File: src/rtl/alu_pkg.sv
// alu_pkg: command enums, FSM states, default sizes and decode helpers.
// Build option: ALU_SIGNED_EN makes arithmetic cmd 11/12 (SADD/SSUB) legal.
package alu_pkg;

   localparam int ALU_WIDTH       = 8;
   localparam int ALU_WAIT_CYCLES = 16;

   typedef enum logic [3:0] {
      A_ADD     = 4'd0,
      A_SUB     = 4'd1,
      A_ADD_CIN = 4'd2,
      A_SUB_CIN = 4'd3,
      A_INC_A   = 4'd4,
      A_DEC_A   = 4'd5,
      A_INC_B   = 4'd6,
      A_DEC_B   = 4'd7,
      A_CMP     = 4'd8,
      A_MUL_INC = 4'd9,
      A_MUL_SHL = 4'd10,
      A_SADD    = 4'd11,
      A_SSUB    = 4'd12
   } arith_cmd_e;

   typedef enum logic [3:0] {
      L_AND     = 4'd0,
      L_NAND    = 4'd1,
      L_OR      = 4'd2,
      L_NOR     = 4'd3,
      L_XOR     = 4'd4,
      L_XNOR    = 4'd5,
      L_NOT_A   = 4'd6,
      L_NOT_B   = 4'd7,
      L_SHR1_A  = 4'd8,
      L_SHL1_A  = 4'd9,
      L_SHR1_B  = 4'd10,
      L_SHL1_B  = 4'd11,
      L_ROL_A_B = 4'd12,
      L_ROR_A_B = 4'd13
   } logic_cmd_e;

   typedef enum logic [1:0] {
      IDLE    = 2'd0,
      WAIT_OP = 2'd1,
      MUL     = 2'd2
   } state_e;

   function automatic logic cmd_legal(logic mode, logic [3:0] cmd);
      logic ok;
      if (mode) begin
`ifdef ALU_SIGNED_EN
         ok = (cmd <= A_SSUB);
`else
         ok = (cmd <= A_MUL_SHL);
`endif
      end else begin
         ok = (cmd <= L_ROR_A_B);
      end
      return ok;
   endfunction

   // bit0 = opa needed, bit1 = opb needed
   function automatic logic [1:0] req_mask(logic mode, logic [3:0] cmd);
      logic [1:0] m;
      m = 2'b11;
      if (mode) begin
         case (arith_cmd_e'(cmd))
            A_INC_A, A_DEC_A: m = 2'b01;
            A_INC_B, A_DEC_B: m = 2'b10;
            default:          m = 2'b11;
         endcase
      end else begin
         case (logic_cmd_e'(cmd))
            L_NOT_A, L_SHR1_A, L_SHL1_A: m = 2'b01;
            L_NOT_B, L_SHR1_B, L_SHL1_B: m = 2'b10;
            default:                     m = 2'b11;
         endcase
      end
      return m;
   endfunction

   function automatic logic is_mul(logic mode, logic [3:0] cmd);
      return mode && (cmd == A_MUL_INC || cmd == A_MUL_SHL);
   endfunction

endpackage

File: src/rtl/alu_operand_collector.sv
// alu_operand_collector: IDLE/WAIT_OP/MUL sequencing, operand latches and
// bounded wait counter; emits a one-cycle ready or error and the operand set.
module alu_operand_collector
   import alu_pkg::*;
#(
   parameter int WIDTH       = ALU_WIDTH,
   parameter int WAIT_CYCLES = ALU_WAIT_CYCLES
) (
   input  logic             clk,
   input  logic             rst,
   input  logic             ce,
   input  logic             mode,
   input  logic [3:0]       cmd,
   input  logic [1:0]       inp_valid,
   input  logic [WIDTH-1:0] opa,
   input  logic [WIDTH-1:0] opb,
   input  logic             cin,
   output logic             rdy,
   output logic             cerr,
   output logic             x_mode,
   output logic [3:0]       x_cmd,
   output logic             x_cin,
   output logic [WIDTH-1:0] x_opa,
   output logic [WIDTH-1:0] x_opb
);

   localparam int CW = $clog2(WAIT_CYCLES + 1);

   state_e           state_q, state_d;
   logic [CW-1:0]    cnt_q, cnt_d;
   logic             mode_q, mode_d;
   logic [3:0]       cmd_q, cmd_d;
   logic             cin_q, cin_d;
   logic [WIDTH-1:0] opa_q, opa_d;
   logic [WIDTH-1:0] opb_q, opb_d;
   logic [1:0]       have_q, have_d;
   logic [1:0]       mask;

   // Next-state, operand latching and ready/error decode
   always_comb begin
      state_d = state_q;
      cnt_d   = cnt_q;
      mode_d  = mode_q;
      cmd_d   = cmd_q;
      cin_d   = cin_q;
      opa_d   = opa_q;
      opb_d   = opb_q;
      have_d  = have_q;
      rdy     = 1'b0;
      cerr    = 1'b0;
      x_mode  = mode;
      x_cmd   = cmd;
      x_cin   = cin;
      x_opa   = opa;
      x_opb   = opb;
      mask    = req_mask(mode, cmd);
      case (state_q)
         IDLE: begin
            if (inp_valid != 2'b00) begin
               if (!cmd_legal(mode, cmd)) begin
                  cerr = 1'b1;
               end else if ((inp_valid & mask) == mask) begin
                  rdy = 1'b1;
                  if (is_mul(mode, cmd)) state_d = MUL;
               end else if (mask == 2'b11) begin
                  state_d = WAIT_OP;
                  cnt_d   = '0;
                  mode_d  = mode;
                  cmd_d   = cmd;
                  cin_d   = cin;
                  opa_d   = opa;
                  opb_d   = opb;
                  have_d  = inp_valid;
               end else begin
                  cerr = 1'b1;
               end
            end
         end
         WAIT_OP: begin
            x_mode = mode_q;
            x_cmd  = cmd_q;
            x_cin  = cin_q;
            x_opa  = have_q[0] ? opa_q : opa;
            x_opb  = have_q[1] ? opb_q : opb;
            if ((inp_valid & ~have_q) != 2'b00) begin
               rdy     = 1'b1;
               state_d = is_mul(mode_q, cmd_q) ? MUL : IDLE;
            end else if (cnt_q == CW'(WAIT_CYCLES)) begin
               cerr    = 1'b1;
               state_d = IDLE;
            end else begin
               cnt_d = cnt_q + CW'(1);
            end
         end
         MUL:     state_d = IDLE;
         default: state_d = IDLE;
      endcase
   end

   // State and latch registers, frozen while ce is low
   always_ff @(posedge clk) begin
      if (rst) begin
         state_q <= IDLE;
         cnt_q   <= '0;
         mode_q  <= 1'b0;
         cmd_q   <= '0;
         cin_q   <= 1'b0;
         opa_q   <= '0;
         opb_q   <= '0;
         have_q  <= '0;
      end else if (ce) begin
         state_q <= state_d;
         cnt_q   <= cnt_d;
         mode_q  <= mode_d;
         cmd_q   <= cmd_d;
         cin_q   <= cin_d;
         opa_q   <= opa_d;
         opb_q   <= opb_d;
         have_q  <= have_d;
      end
   end

endmodule

File: src/rtl/alu_core.sv
// alu_core: 8-bit arithmetic/logical ALU, 1-cycle ops, 2-stage multiply.
// Build option: ALU_SIGNED_EN adds signed SADD/SSUB on arithmetic cmd 11/12.
module alu_core
   import alu_pkg::*;
#(
   parameter int WIDTH       = ALU_WIDTH,
   parameter int WAIT_CYCLES = ALU_WAIT_CYCLES
) (
   input  logic               clk,
   input  logic               rst,
   input  logic               ce,
   input  logic               mode,
   input  logic [3:0]         cmd,
   input  logic [1:0]         inp_valid,
   input  logic [WIDTH-1:0]   opa,
   input  logic [WIDTH-1:0]   opb,
   input  logic               cin,
   output logic [2*WIDTH-1:0] res,
   output logic               err,
   output logic               oflow,
   output logic               cout,
   output logic               g,
   output logic               l,
   output logic               e
);

   localparam int RW = 2 * WIDTH;
   localparam int SW = $clog2(WIDTH);
   localparam logic [WIDTH:0] ONE = {{WIDTH{1'b0}}, 1'b1};

   logic             c_rdy, c_err, c_mode, c_cin;
   logic [3:0]       c_cmd;
   logic [WIDTH-1:0] c_a, c_b;

   logic [RW-1:0]    res_q, res_d, n_res, mul_p;
   logic             err_q, err_d, n_err;
   logic             oflow_q, oflow_d, n_of;
   logic             cout_q, cout_d, n_co;
   logic             g_q, g_d, n_g;
   logic             l_q, l_d, n_l;
   logic             e_q, e_d, n_e;
   logic             mul_v_q, mul_v_d;
   logic [WIDTH:0]   mul_a_q, mul_a_d, mul_b_q, mul_b_d;

   logic [WIDTH:0]   ax, bx, ci, sum;
   logic [WIDTH-1:0] lr;
   logic [RW-1:0]    rot;
   logic [SW-1:0]    sh;

   alu_operand_collector #(
      .WIDTH       (WIDTH),
      .WAIT_CYCLES (WAIT_CYCLES)
   ) u_coll (
      .clk       (clk),
      .rst       (rst),
      .ce        (ce),
      .mode      (mode),
      .cmd       (cmd),
      .inp_valid (inp_valid),
      .opa       (opa),
      .opb       (opb),
      .cin       (cin),
      .rdy       (c_rdy),
      .cerr      (c_err),
      .x_mode    (c_mode),
      .x_cmd     (c_cmd),
      .x_cin     (c_cin),
      .x_opa     (c_a),
      .x_opb     (c_b)
   );

   // Single-cycle result and flags for the collected command
   always_comb begin
      ax    = {1'b0, c_a};
      bx    = {1'b0, c_b};
      ci    = {{WIDTH{1'b0}}, c_cin};
      sh    = c_b[SW-1:0];
      sum   = '0;
      lr    = '0;
      rot   = '0;
      n_res = '0;
      n_err = 1'b0;
      n_of  = 1'b0;
      n_co  = 1'b0;
      n_g   = 1'b0;
      n_l   = 1'b0;
      n_e   = 1'b0;
      if (c_mode) begin
         case (arith_cmd_e'(c_cmd))
            A_ADD:     begin sum = ax + bx;      n_co = sum[WIDTH]; end
            A_SUB:     begin sum = ax - bx;      n_of = sum[WIDTH]; end
            A_ADD_CIN: begin sum = ax + bx + ci; n_co = sum[WIDTH]; end
            A_SUB_CIN: begin sum = ax - bx - ci; n_of = sum[WIDTH]; end
            A_INC_A:   begin sum = ax + ONE;     n_co = sum[WIDTH]; end
            A_DEC_A:   begin sum = ax - ONE;     n_of = sum[WIDTH]; end
            A_INC_B:   begin sum = bx + ONE;     n_co = sum[WIDTH]; end
            A_DEC_B:   begin sum = bx - ONE;     n_of = sum[WIDTH]; end
            A_CMP: begin
               n_g = (c_a > c_b);
               n_l = (c_a < c_b);
               n_e = (c_a == c_b);
            end
            A_MUL_INC, A_MUL_SHL: sum = '0;
`ifdef ALU_SIGNED_EN
            A_SADD: begin
               sum  = {c_a[WIDTH-1], c_a} + {c_b[WIDTH-1], c_b};
               n_of = sum[WIDTH] ^ sum[WIDTH-1];
            end
            A_SSUB: begin
               sum  = {c_a[WIDTH-1], c_a} - {c_b[WIDTH-1], c_b};
               n_of = sum[WIDTH] ^ sum[WIDTH-1];
            end
`endif
            default: n_err = 1'b1;
         endcase
         n_res = {{(WIDTH-1){1'b0}}, sum};
`ifdef ALU_SIGNED_EN
         if (c_cmd == A_SADD || c_cmd == A_SSUB)
            n_res = {{(WIDTH-1){sum[WIDTH]}}, sum};
`endif
      end else begin
         case (logic_cmd_e'(c_cmd))
            L_AND:    lr = c_a & c_b;
            L_NAND:   lr = ~(c_a & c_b);
            L_OR:     lr = c_a | c_b;
            L_NOR:    lr = ~(c_a | c_b);
            L_XOR:    lr = c_a ^ c_b;
            L_XNOR:   lr = ~(c_a ^ c_b);
            L_NOT_A:  lr = ~c_a;
            L_NOT_B:  lr = ~c_b;
            L_SHR1_A: lr = c_a >> 1;
            L_SHL1_A: lr = c_a << 1;
            L_SHR1_B: lr = c_b >> 1;
            L_SHL1_B: lr = c_b << 1;
            L_ROL_A_B: begin
               rot = {c_a, c_a} << sh;
               lr  = rot[RW-1:WIDTH];
            end
            L_ROR_A_B: begin
               rot = {c_a, c_a} >> sh;
               lr  = rot[WIDTH-1:0];
            end
            default: n_err = 1'b1;
         endcase
         if ((c_cmd == L_ROL_A_B || c_cmd == L_ROR_A_B) &&
             c_b[WIDTH-1:4] != '0)
            n_err = 1'b1;
         n_res = {{WIDTH{1'b0}}, lr};
      end
      if (n_err) begin
         n_res = '0;
         n_of  = 1'b0;
         n_co  = 1'b0;
         n_g   = 1'b0;
         n_l   = 1'b0;
         n_e   = 1'b0;
      end
   end

   // Output update: multiply stage 2, error, or a fresh 1-cycle result
   always_comb begin
      res_d   = res_q;
      err_d   = err_q;
      oflow_d = oflow_q;
      cout_d  = cout_q;
      g_d     = g_q;
      l_d     = l_q;
      e_d     = e_q;
      mul_v_d = 1'b0;
      mul_a_d = mul_a_q;
      mul_b_d = mul_b_q;
      mul_p   = {{(WIDTH-1){1'b0}}, mul_a_q} *
                {{(WIDTH-1){1'b0}}, mul_b_q};
      if (mul_v_q) begin
         res_d   = mul_p;
         err_d   = 1'b0;
         oflow_d = 1'b0;
         cout_d  = 1'b0;
         g_d     = 1'b0;
         l_d     = 1'b0;
         e_d     = 1'b0;
      end else if (c_err) begin
         res_d   = '0;
         err_d   = 1'b1;
         oflow_d = 1'b0;
         cout_d  = 1'b0;
         g_d     = 1'b0;
         l_d     = 1'b0;
         e_d     = 1'b0;
      end else if (c_rdy) begin
         if (is_mul(c_mode, c_cmd)) begin
            mul_v_d = 1'b1;
            if (c_cmd == A_MUL_INC) begin
               mul_a_d = {1'b0, c_a} + ONE;
               mul_b_d = {1'b0, c_b} + ONE;
            end else begin
               mul_a_d = {c_a, 1'b0};
               mul_b_d = {1'b0, c_b};
            end
         end else begin
            res_d   = n_res;
            err_d   = n_err;
            oflow_d = n_of;
            cout_d  = n_co;
            g_d     = n_g;
            l_d     = n_l;
            e_d     = n_e;
         end
      end
   end

   // Output and multiply pipeline registers
   always_ff @(posedge clk) begin
      if (rst) begin
         res_q   <= '0;
         err_q   <= 1'b0;
         oflow_q <= 1'b0;
         cout_q  <= 1'b0;
         g_q     <= 1'b0;
         l_q     <= 1'b0;
         e_q     <= 1'b0;
         mul_v_q <= 1'b0;
         mul_a_q <= '0;
         mul_b_q <= '0;
      end else if (ce) begin
         res_q   <= res_d;
         err_q   <= err_d;
         oflow_q <= oflow_d;
         cout_q  <= cout_d;
         g_q     <= g_d;
         l_q     <= l_d;
         e_q     <= e_d;
         mul_v_q <= mul_v_d;
         mul_a_q <= mul_a_d;
         mul_b_q <= mul_b_d;
      end
   end

   assign res   = res_q;
   assign err   = err_q;
   assign oflow = oflow_q;
   assign cout  = cout_q;
   assign g     = g_q;
   assign l     = l_q;
   assign e     = e_q;

endmodule

File: config.mk
export PLATFORM = sky130hd
export DESIGN_NAME = alu_core
export DESIGN_NICKNAME = d
export VERILOG_FILES = /design/src/rtl/alu_pkg.sv /design/src/rtl/alu_operand_collector.sv /design/src/rtl/alu_core.sv
export SDC_FILE = /design/constraint.sdc
export NUM_CORES = 1
export LEC_CHECK = 0
export ABC_AREA = 1
export CAP_MARGIN = 20
export CORE_MARGIN = 8
export CORE_UTILIZATION = 48
export CTS_BUF_LIST = sky130_fd_sc_hd__clkbuf_4 sky130_fd_sc_hd__clkbuf_8
export DETAILED_ROUTE_END_ITERATION = 8
export PLACE_DENSITY_LB_ADDON = 0.08
export SLEW_MARGIN = 20
export SYNTH_ARGS = -nofsm -noshare
export SYNTH_HDL_FRONTEND = slang
export SYNTH_SLANG_ARGS = --single-unit
File: constraint.sdc
create_clock -name clk -period 10.5 [get_ports clk]
set_input_delay 1.575 -clock clk [delete_from_list [all_inputs] [get_ports clk]]
set_output_delay 1.575 -clock clk [all_outputs]
set_load 0.005 [all_outputs]
==> results of run 1 <==
## cells by family (layout without fill, tap and decap cells)
logic type	Yosys count	count (layout)
multiplexers	1	1
AO/OA/AOI/OAI	248	248
adder cells (fa/ha/maj)	116	116
buffers and inverters	297	299
flip-flops	72	72
XOR/XNOR	11	11
AND/OR/NAND/NOR	954	954
## synthesized netlist by cell type, types with 12 or more instances
master	n	share of area [%]
sky130_fd_sc_hd__nand2_1	529	20
sky130_fd_sc_hd__inv_1	214	8.0
sky130_fd_sc_hd__nand3_1	174	8.6
sky130_fd_sc_hd__nor2_1	153	5.7
sky130_fd_sc_hd__o21ai_0	123	6.1
sky130_fd_sc_hd__a21oi_1	72	3.6
sky130_fd_sc_hd__dfxtp_1	72	14
sky130_fd_sc_hd__ha_1	65	8.1
sky130_fd_sc_hd__fa_1	51	10
sky130_fd_sc_hd__clkbuf_1	35	1.3
sky130_fd_sc_hd__nand4_1	32	2.0
sky130_fd_sc_hd__nand2_2	19	1.2
sky130_fd_sc_hd__buf_2	18	0.89
sky130_fd_sc_hd__inv_2	13	0.48
sky130_fd_sc_hd__nor3_1	13	0.64
sky130_fd_sc_hd__nor2_2	12	0.74
sky130_fd_sc_hd__o21ai_1	12	0.60
## flip-flops by register name, summed over array words and instances (netlist names), 2 cells and up
| name | cells |
|---|---|
| u_coll.opb_q | 8 |
| mul_b_q | 9 |
| u_coll.cnt_q | 5 |
| u_coll.have_q | 2 |
| mul_a_q | 9 |
| u_coll.cmd_q | 4 |
| u_coll.state_q | 2 |
| res | 16 |
| u_coll.opa_q | 8 |
## stage by stage
stage | worst slack (ns) | hold WS (ns) | instances | instance area [sq um] | utilization, %
floorplan | 6.227 | 0.4471 | 1699 | 10090 | -
detailed placement | 5.544 | 0.4606 | 1960 | 10600 | 50.91
CTS | 5.780 | 0.4755 | 1976 | 10840 | 52.04
global route | 5.431 | 0.4891 | 1976 | 10840 | 52.04
global placement | 5.568 | 0.4503 | 1960 | 10600 | 50.91
finish | 5.768 | 0.4708 | 1976 | 10840 | 52.04
## final cells by class
cell class / count / share of cell area [%]
flip-flops and latches: 72 / 13.30
clock buffers: 10 / 1.270
multi-input cells: 1330 / 68.50
inverters: 227 / 7.864
repair buffers: 56 / 4.988
clock inverters: 6 / 0.9007
well taps: 275 / 3.176
## per-layer routing
metal	global-route usage (%)	vias to the layer above	wire length [um]
met1	38.56	5119	16020
li1	-	5434	-
met2	42.57	530	15500
met5	0	-	0
met4	10.52	0	1457
met3	4.861	89	3385
## worst min-delay path, delay by kind of cell, from the launching register on
kind / cells / cell delay (ns)
compound gates: 1 / 0.05
flops: 1 / 0.32
simple gates: 1 / 0.06
## worst paths after layout
check             start      end  slack (ns)  cells past startpoint
min reg2reg     res[15]  res[15]        0.47                      2
max          mul_a_q[0]  res[13]        5.77                     17
min             res[15]  res[15]        0.47                      2
max reg2reg  mul_a_q[0]  res[13]        5.77                     17
## power breakdown
group	switching, uW	internal [uW]	total, uW
logic	317	133	451
clock network	126	144	270
registers	21.8	295	317
total	465	572	1040
==> results by group, run 1 <==
Outcome
  – Result of the run: finished clean

Clocking
  – Clock tree root driver cell: sky130_fd_sc_hd__clkbuf_8
  – Num CTS Buffers: 9
  – Number of gates given a new drive strength after cts: 0
  – Clock transition at the register clock pins on the worst setup and hold paths after CTS: roughly 0.09 ns
  – Hold_buf cts: 0
  – Clock latency at the later pin of the worst-skew pair: roughly 0.37 ns
  – Clock sink total: between 70 and 80
  – Buffers inserted by post-CTS timing repair: 0
  – TritonCTS clock tree: built
  – Longest Clk Path Bufs: 2
  – CTS H-tree depth: 3

Setup path
  – Longest individual stage delay on the worst path: 0.61 ns
  – Cell Chain, Critical Path: nand2_1, fa_1, fa_1, inv_1, fa_1, inv_1, fa_1, inv_1, ha_1, inv_1, nor3_1, nand2_1, nand2_1, a31oi_1, or2_2, nand3_1, a21oi_1
  – Required time reported for the critical path endpoint: 10.73 ns
  – Worst Setup End Kind: flip-flop
  – Count of buffer and inverter cells on the critical path: 4
  – Worst EP arrival: 4.96 ns
  – Crit path kind: flip-flop to flip-flop
  – Cell class contributing the biggest share of worst-path delay: adder cells
  – Category of the worst setup path launch point: flip-flop
  – Crit path max-delay cell type: sky130_fd_sc_hd__dfxtp_1
  – Max Fanout on Critical Path: 10

Logic synthesis
  – Sequential element share of the synthesized area: between 10 and 15%
  – Async set or reset register ratio after synthesis: 0%
  – Register bit total from synthesis: 72
  – Combinational family with the most area after synthesis: simple AND/OR/NAND/NOR gates
  – Total of warnings raised by yosys: 0
  – Xor-xnor portion of the synthesized cell area: less than 1%
  – Fraction of the mapped netlist area in simple logic gates: between 40% and 50%
  – Synthesized-area fraction occupied by adder cells: 18.18%
  – Distinct cell type count of the synthesized netlist: between 40 and 50
  – Ys flop type: sky130_fd_sc_hd__dfxtp_1
  – Multiplexer fraction of the synthesized cell area: less than 1%
  – EDFF count, synth: 0
  – Post-synthesis area per instance: between 5 and 6 sq um
  – Synth Area in Compound Gates: approximately 14%
  – Synthesized instance count: 1699
  – Number of nets in the synthesized netlist: between 1500 and 2000
  – Mapped Area: about 10000 sq um

Layout
  – Signed area change from the synthesized netlist to the final layout: 7.404%
  – Most frequent cells in the layout: sky130_fd_sc_hd__nand2_1 (529), sky130_fd_sc_hd__inv_1 (213), sky130_fd_sc_hd__nand3_1 (174)
  – Antenna diode count: 0
  – Area taken by multi-input logic gates: 7422 sq um
  – Share of cells above drive strength 1: around 5.6%
  – Most common library cell in the layout ignoring fill and taps: sky130_fd_sc_hd__nand2_1
  – Total area of sequential cells: between 1000 and 1500 sq um
  – Fillers: around 2200
  – Final net count: 1839

Placed design
  – RD Place Congestion: between 0.9 and 1
  – HPWL after DPL: 28120 um
  – PortBufs: 48

Worst hold path
  – Path category of the worst min-delay check: flip-flop to flip-flop

Power
  – Maximum resistive drop on vdd: slightly below 0.1 mV
  – Leak pwr: between 0.005 and 0.006 uW
  – Power density cells: 95.73 nW/um^2
  – Pwr Total: about 1000 uW

Floorplan
  – CORE AREA: between 20000 and 25000 sq um
  – Height of the die: around 160 um
  – Number of I/O pins: 49
  – Rows: 53
  – Starting density of the core: between 40% and 50%
  – Floorplan die area: between 20000 and 30000 sq um
  – Width of the die: 161.0 um

Route
  – Number of routed nets with antenna violations: 0
  – Drt drc: 0
  – DR WL/cell: 18.40 um
  – Total routed wirelength: 36360 um
  – Number of vias after detailed routing: 11170
  – Detailed-routing iteration count for the pre-antenna-repair pass: 8
  – Violation count after the first detailed-route iteration: ~1200
  – Avg Vias per Cell: roughly 5.7

Timing
  – Minimum clock period: 4.732 ns
  – Period Utilization, post-route: 45.07%
  – Sum of negative setup slack: 0 ns
  – Hold Vio Cnt, Final: 0
  – Worst Max-Slew Pin Slew: about 0.90 ns
  – Number of slew-limit violations in the final report: 0
  – Max frequency: 211.3 MHz
  – Setup repair after global routing missed its margin: no
  – Rel. slew slack: 39.45%
  – Finish-stage setup viols: 0
  – Layout Skew: between 0.01 and 0.015 ns

GRT
  – GRT Resource Usage Total: about 28%
  – Initial antenna violation count: 0
  – Maximum number of pins on one net before global-route repair: 57
  – Global route overflow: 0
  – Number of global-route vias before repair: 10420
  – Wire length of the first global-routing pass: ~58000 um

Flow run
  – Max Cap Viol: 0
No activity file was read; power rests on OpenSTA's default activity.
==> inputs of run 2 (changes only) <==
- clock period: 10.5 -> 3.9 ns (I/O delays scaled with it)
==> run 2 against run 1 <==
Compared with the run above: the flow now finishes with violations (negative setup slack); first-iteration DRC count decreased by 9.6%; routed wire length grew 2.1%; worst hold slack gained 0.0028 ns; clock power grew to 2.7 times the previous value; clock-buffer cell count shrank 1; utilization increased by 6.4 points; fmax grew 16%; global-route usage grew 0.27 points; sequential cell count unchanged; worst setup slack got worse by 5.9 ns; non-clock buffer count is 123 higher; critical endpoint unchanged; largest cell class unchanged; highest routed layer unchanged.
==> results by group, run 2 (synthesized netlist as in run 1, its figures left out) <==
Timing
  – Setup repair after global routing missed its margin: yes (was no)
  – Layout Skew: 0.01951 ns (was 0.01397 ns)
  – WHS: 0.4737 ns (was 0.4708 ns)
  – Sum of negative setup slack: -0.7409 ns (was 0 ns)
  – Period Utilization, post-route: 104.4% (was 45.07%)
  – Minimum clock period: 4.070 ns (was 4.732 ns)
  – Min setup slack post-route: -0.1703 ns (was 5.768 ns)
  – Worst Max-Slew Pin Slew: 0.9216 ns (was 0.9049 ns)
  – Finish-stage setup viols: 6 (was 0)
  – Rel. slew slack: 38.49% (was 39.45%)
  – Number of slew-limit violations in the final report: 0 (unchanged)
  – Hold Vio Cnt, Final: 0 (unchanged)
  – Max frequency: 245.7 MHz (was 211.3 MHz)

Layout
  – Max reg flops: 16 (unchanged)
  – Antenna diode count: 0 (unchanged)
  – Finished Core Util: 58.44% (was 52.04%)
  – Most common library cell in the layout ignoring fill and taps: sky130_fd_sc_hd__nand2_1 (unchanged)
  – Final net count: 1962 (was 1839)
  – Area taken by multi-input logic gates: 7749 sq um (was 7422 sq um)
  – Most frequent cells in the layout: sky130_fd_sc_hd__nand2_1 (511), sky130_fd_sc_hd__inv_1 (192), sky130_fd_sc_hd__nand3_1 (170) (was sky130_fd_sc_hd__nand2_1 (529), sky130_fd_sc_hd__inv_1 (213), sky130_fd_sc_hd__nand3_1 (174))
  – Total area of sequential cells: 1503 sq um (was 1441 sq um)
  – Share of cells above drive strength 1: 17.16% (was 5.585%)
  – Signed area change from the synthesized netlist to the final layout: 20.63% (was 7.404%)
  – Fillers: 2107 (was 2217)

Setup path
  – Crit path kind: flip-flop to flip-flop (unchanged)
  – Required time reported for the critical path endpoint: 4.22 ns (was 10.73 ns)
  – Category of the worst setup path launch point: flip-flop (unchanged)
  – Worst Setup End Kind: flip-flop (unchanged)
  – Max Fanout on Critical Path: 5 (was 10)
  – Worst EP arrival: 4.39 ns (was 4.96 ns)

Floorplan
  – Number of I/O pins: 49 (unchanged)
  – Height of the die: 161.0 um (unchanged)
  – Width of the die: 161.0 um (unchanged)
  – CORE AREA: 20820 sq um (unchanged)
  – Starting density of the core: 48.45% (unchanged)
  – Floorplan die area: 25910 sq um (unchanged)
  – Rows: 53 (unchanged)

Route
  – Violation count after the first detailed-route iteration: 1070 (was 1184)
  – DR WL/cell: 17.69 um (was 18.40 um)
  – Number of routed nets with antenna violations: 0 (unchanged)
  – Total routed wirelength: 37130 um (was 36360 um)
  – Number of vias after detailed routing: 11700 (was 11170)
  – Drt drc: 0 (unchanged)
  – Detailed-routing iteration count for the pre-antenna-repair pass: 6 (was 8)
  – Avg Vias per Cell: 5.572 (was 5.654)

GRT
  – Number of global-route vias before repair: 10950 (was 10420)
  – GRT Resource Usage Total: 28.17% (was 27.89%)
  – Maximum number of pins on one net before global-route repair: 43 (was 57)
  – Wire length of the first global-routing pass: 58600 um (was 58020 um)
  – Initial antenna violation count: 0 (unchanged)
  – Global route overflow: 0 (unchanged)

Power
  – Leak pwr: 0.006165 uW (was 0.005489 uW)
  – Pwr Total: 2889 uW (was 1037 uW)
  – Power density cells: 237.4 nW/um^2 (was 95.73 nW/um^2)
  – Maximum resistive drop on vdd: 0.1874 mV (was 0.09926 mV)

Clocking
  – Clock tree root driver cell: sky130_fd_sc_hd__clkbuf_8 (unchanged)
  – Longest Clk Path Bufs: 2 (unchanged)
  – Clock sink total: 72 (unchanged)
  – Num CTS Buffers: 9 (unchanged)
  – TritonCTS clock tree: built (unchanged)
  – CTS H-tree depth: 3 (unchanged)
  – Clock latency at the later pin of the worst-skew pair: 0.38 ns (was 0.37 ns)
  – Hold_buf cts: 0 (unchanged)
  – Clock transition at the register clock pins on the worst setup and hold paths after CTS: 0.11 ns (was 0.09 ns)

Outcome
  – Failing checks: negative setup slack
  – Result of the run: complete, but fails checks (was finished clean)

Flow run
  – Max Cap Viol: 0 (unchanged)

Placed design
  – RD Place Congestion: 0.9970 (was 0.9612)
  – PortBufs: 48 (unchanged)
  – HPWL after DPL: 29510 um (was 28120 um)

Worst hold path
  – Path category of the worst min-delay check: flip-flop to flip-flop (unchanged)
run 2: metrics by stage:
stage	area [sq um]	cells	setup WS [ns]
after floorplan	10290	1699	0.01915
after global placement	11560	2073	-0.2155
after detailed placement	11560	2073	-0.2987
after CTS	11950	2096	-0.1091
after global routing	12170	2099	-0.3688
final	12170	2099	-0.1703
run 2: worst max-delay path: stages, from the launching register on:
cell and delay (ns):
sky130_fd_sc_hd__dfxtp_4 0.38, sky130_fd_sc_hd__nand2_2 0.07, sky130_fd_sc_hd__inv_2 0.03, sky130_fd_sc_hd__fa_1 0.54
sky130_fd_sc_hd__inv_2 0.04, sky130_fd_sc_hd__fa_1 0.52, sky130_fd_sc_hd__inv_2 0.04, sky130_fd_sc_hd__fa_1 0.49
sky130_fd_sc_hd__inv_2 0.05, sky130_fd_sc_hd__fa_1 0.55, sky130_fd_sc_hd__inv_2 0.05, sky130_fd_sc_hd__ha_4 0.16
sky130_fd_sc_hd__buf_4 0.14, sky130_fd_sc_hd__a21oi_1 0.17, sky130_fd_sc_hd__o21ai_2 0.10, sky130_fd_sc_hd__inv_1 0.08
sky130_fd_sc_hd__nand2_1 0.07, sky130_fd_sc_hd__a31oi_1 0.18, sky130_fd_sc_hd__or2_4 0.15, sky130_fd_sc_hd__nand3_2 0.04
sky130_fd_sc_hd__a21oi_1 0.16
run 2: cell type report:
class | count | area share [%]
Multi-Input combinational cell | 1330 | 63.67
Tap cell | 275 | 2.827
Sequential cell | 72 | 12.35
Clock buffer | 9 | 1.018
Timing Repair Buffer | 179 | 12.22
Clock inverter | 7 | 0.9048
Inverter | 227 | 7.002
run 2: worst paths after layout:
kind	start	endpoint	slack, ns	depth (start not counted)
max	mul_b_q[3]	res[13]	-0.17	20
min	l	l	0.47	2
max reg2reg	mul_b_q[3]	res[13]	-0.17	20
min reg2reg	l	l	0.47	2
run 2: per-layer routing:
layer / wire length, um / global-route usage (%) / vias up
met3: 2847 / 4.429 / 82
met2: 16530 / 44.63 / 519
met4: 1196 / 9.428 / 0
met1: 16560 / 38.34 / 5407
li1: - / - / 5687
met5: 0 / 0 / -
run 2: power breakdown:
part           total (uW)  switching [uW]  internal (uW)
Clock                 741             365            376
Sequential            835            50.1            785
Combinational        1310             861            452
Total                2890            1280           1610
run 2: what timing repair did:
item,4_1_cts,5_1_grt
gates resized for setup,38,71
pin swaps,23,40
setup endpoints to repair,9,12
setup buffers,7,7
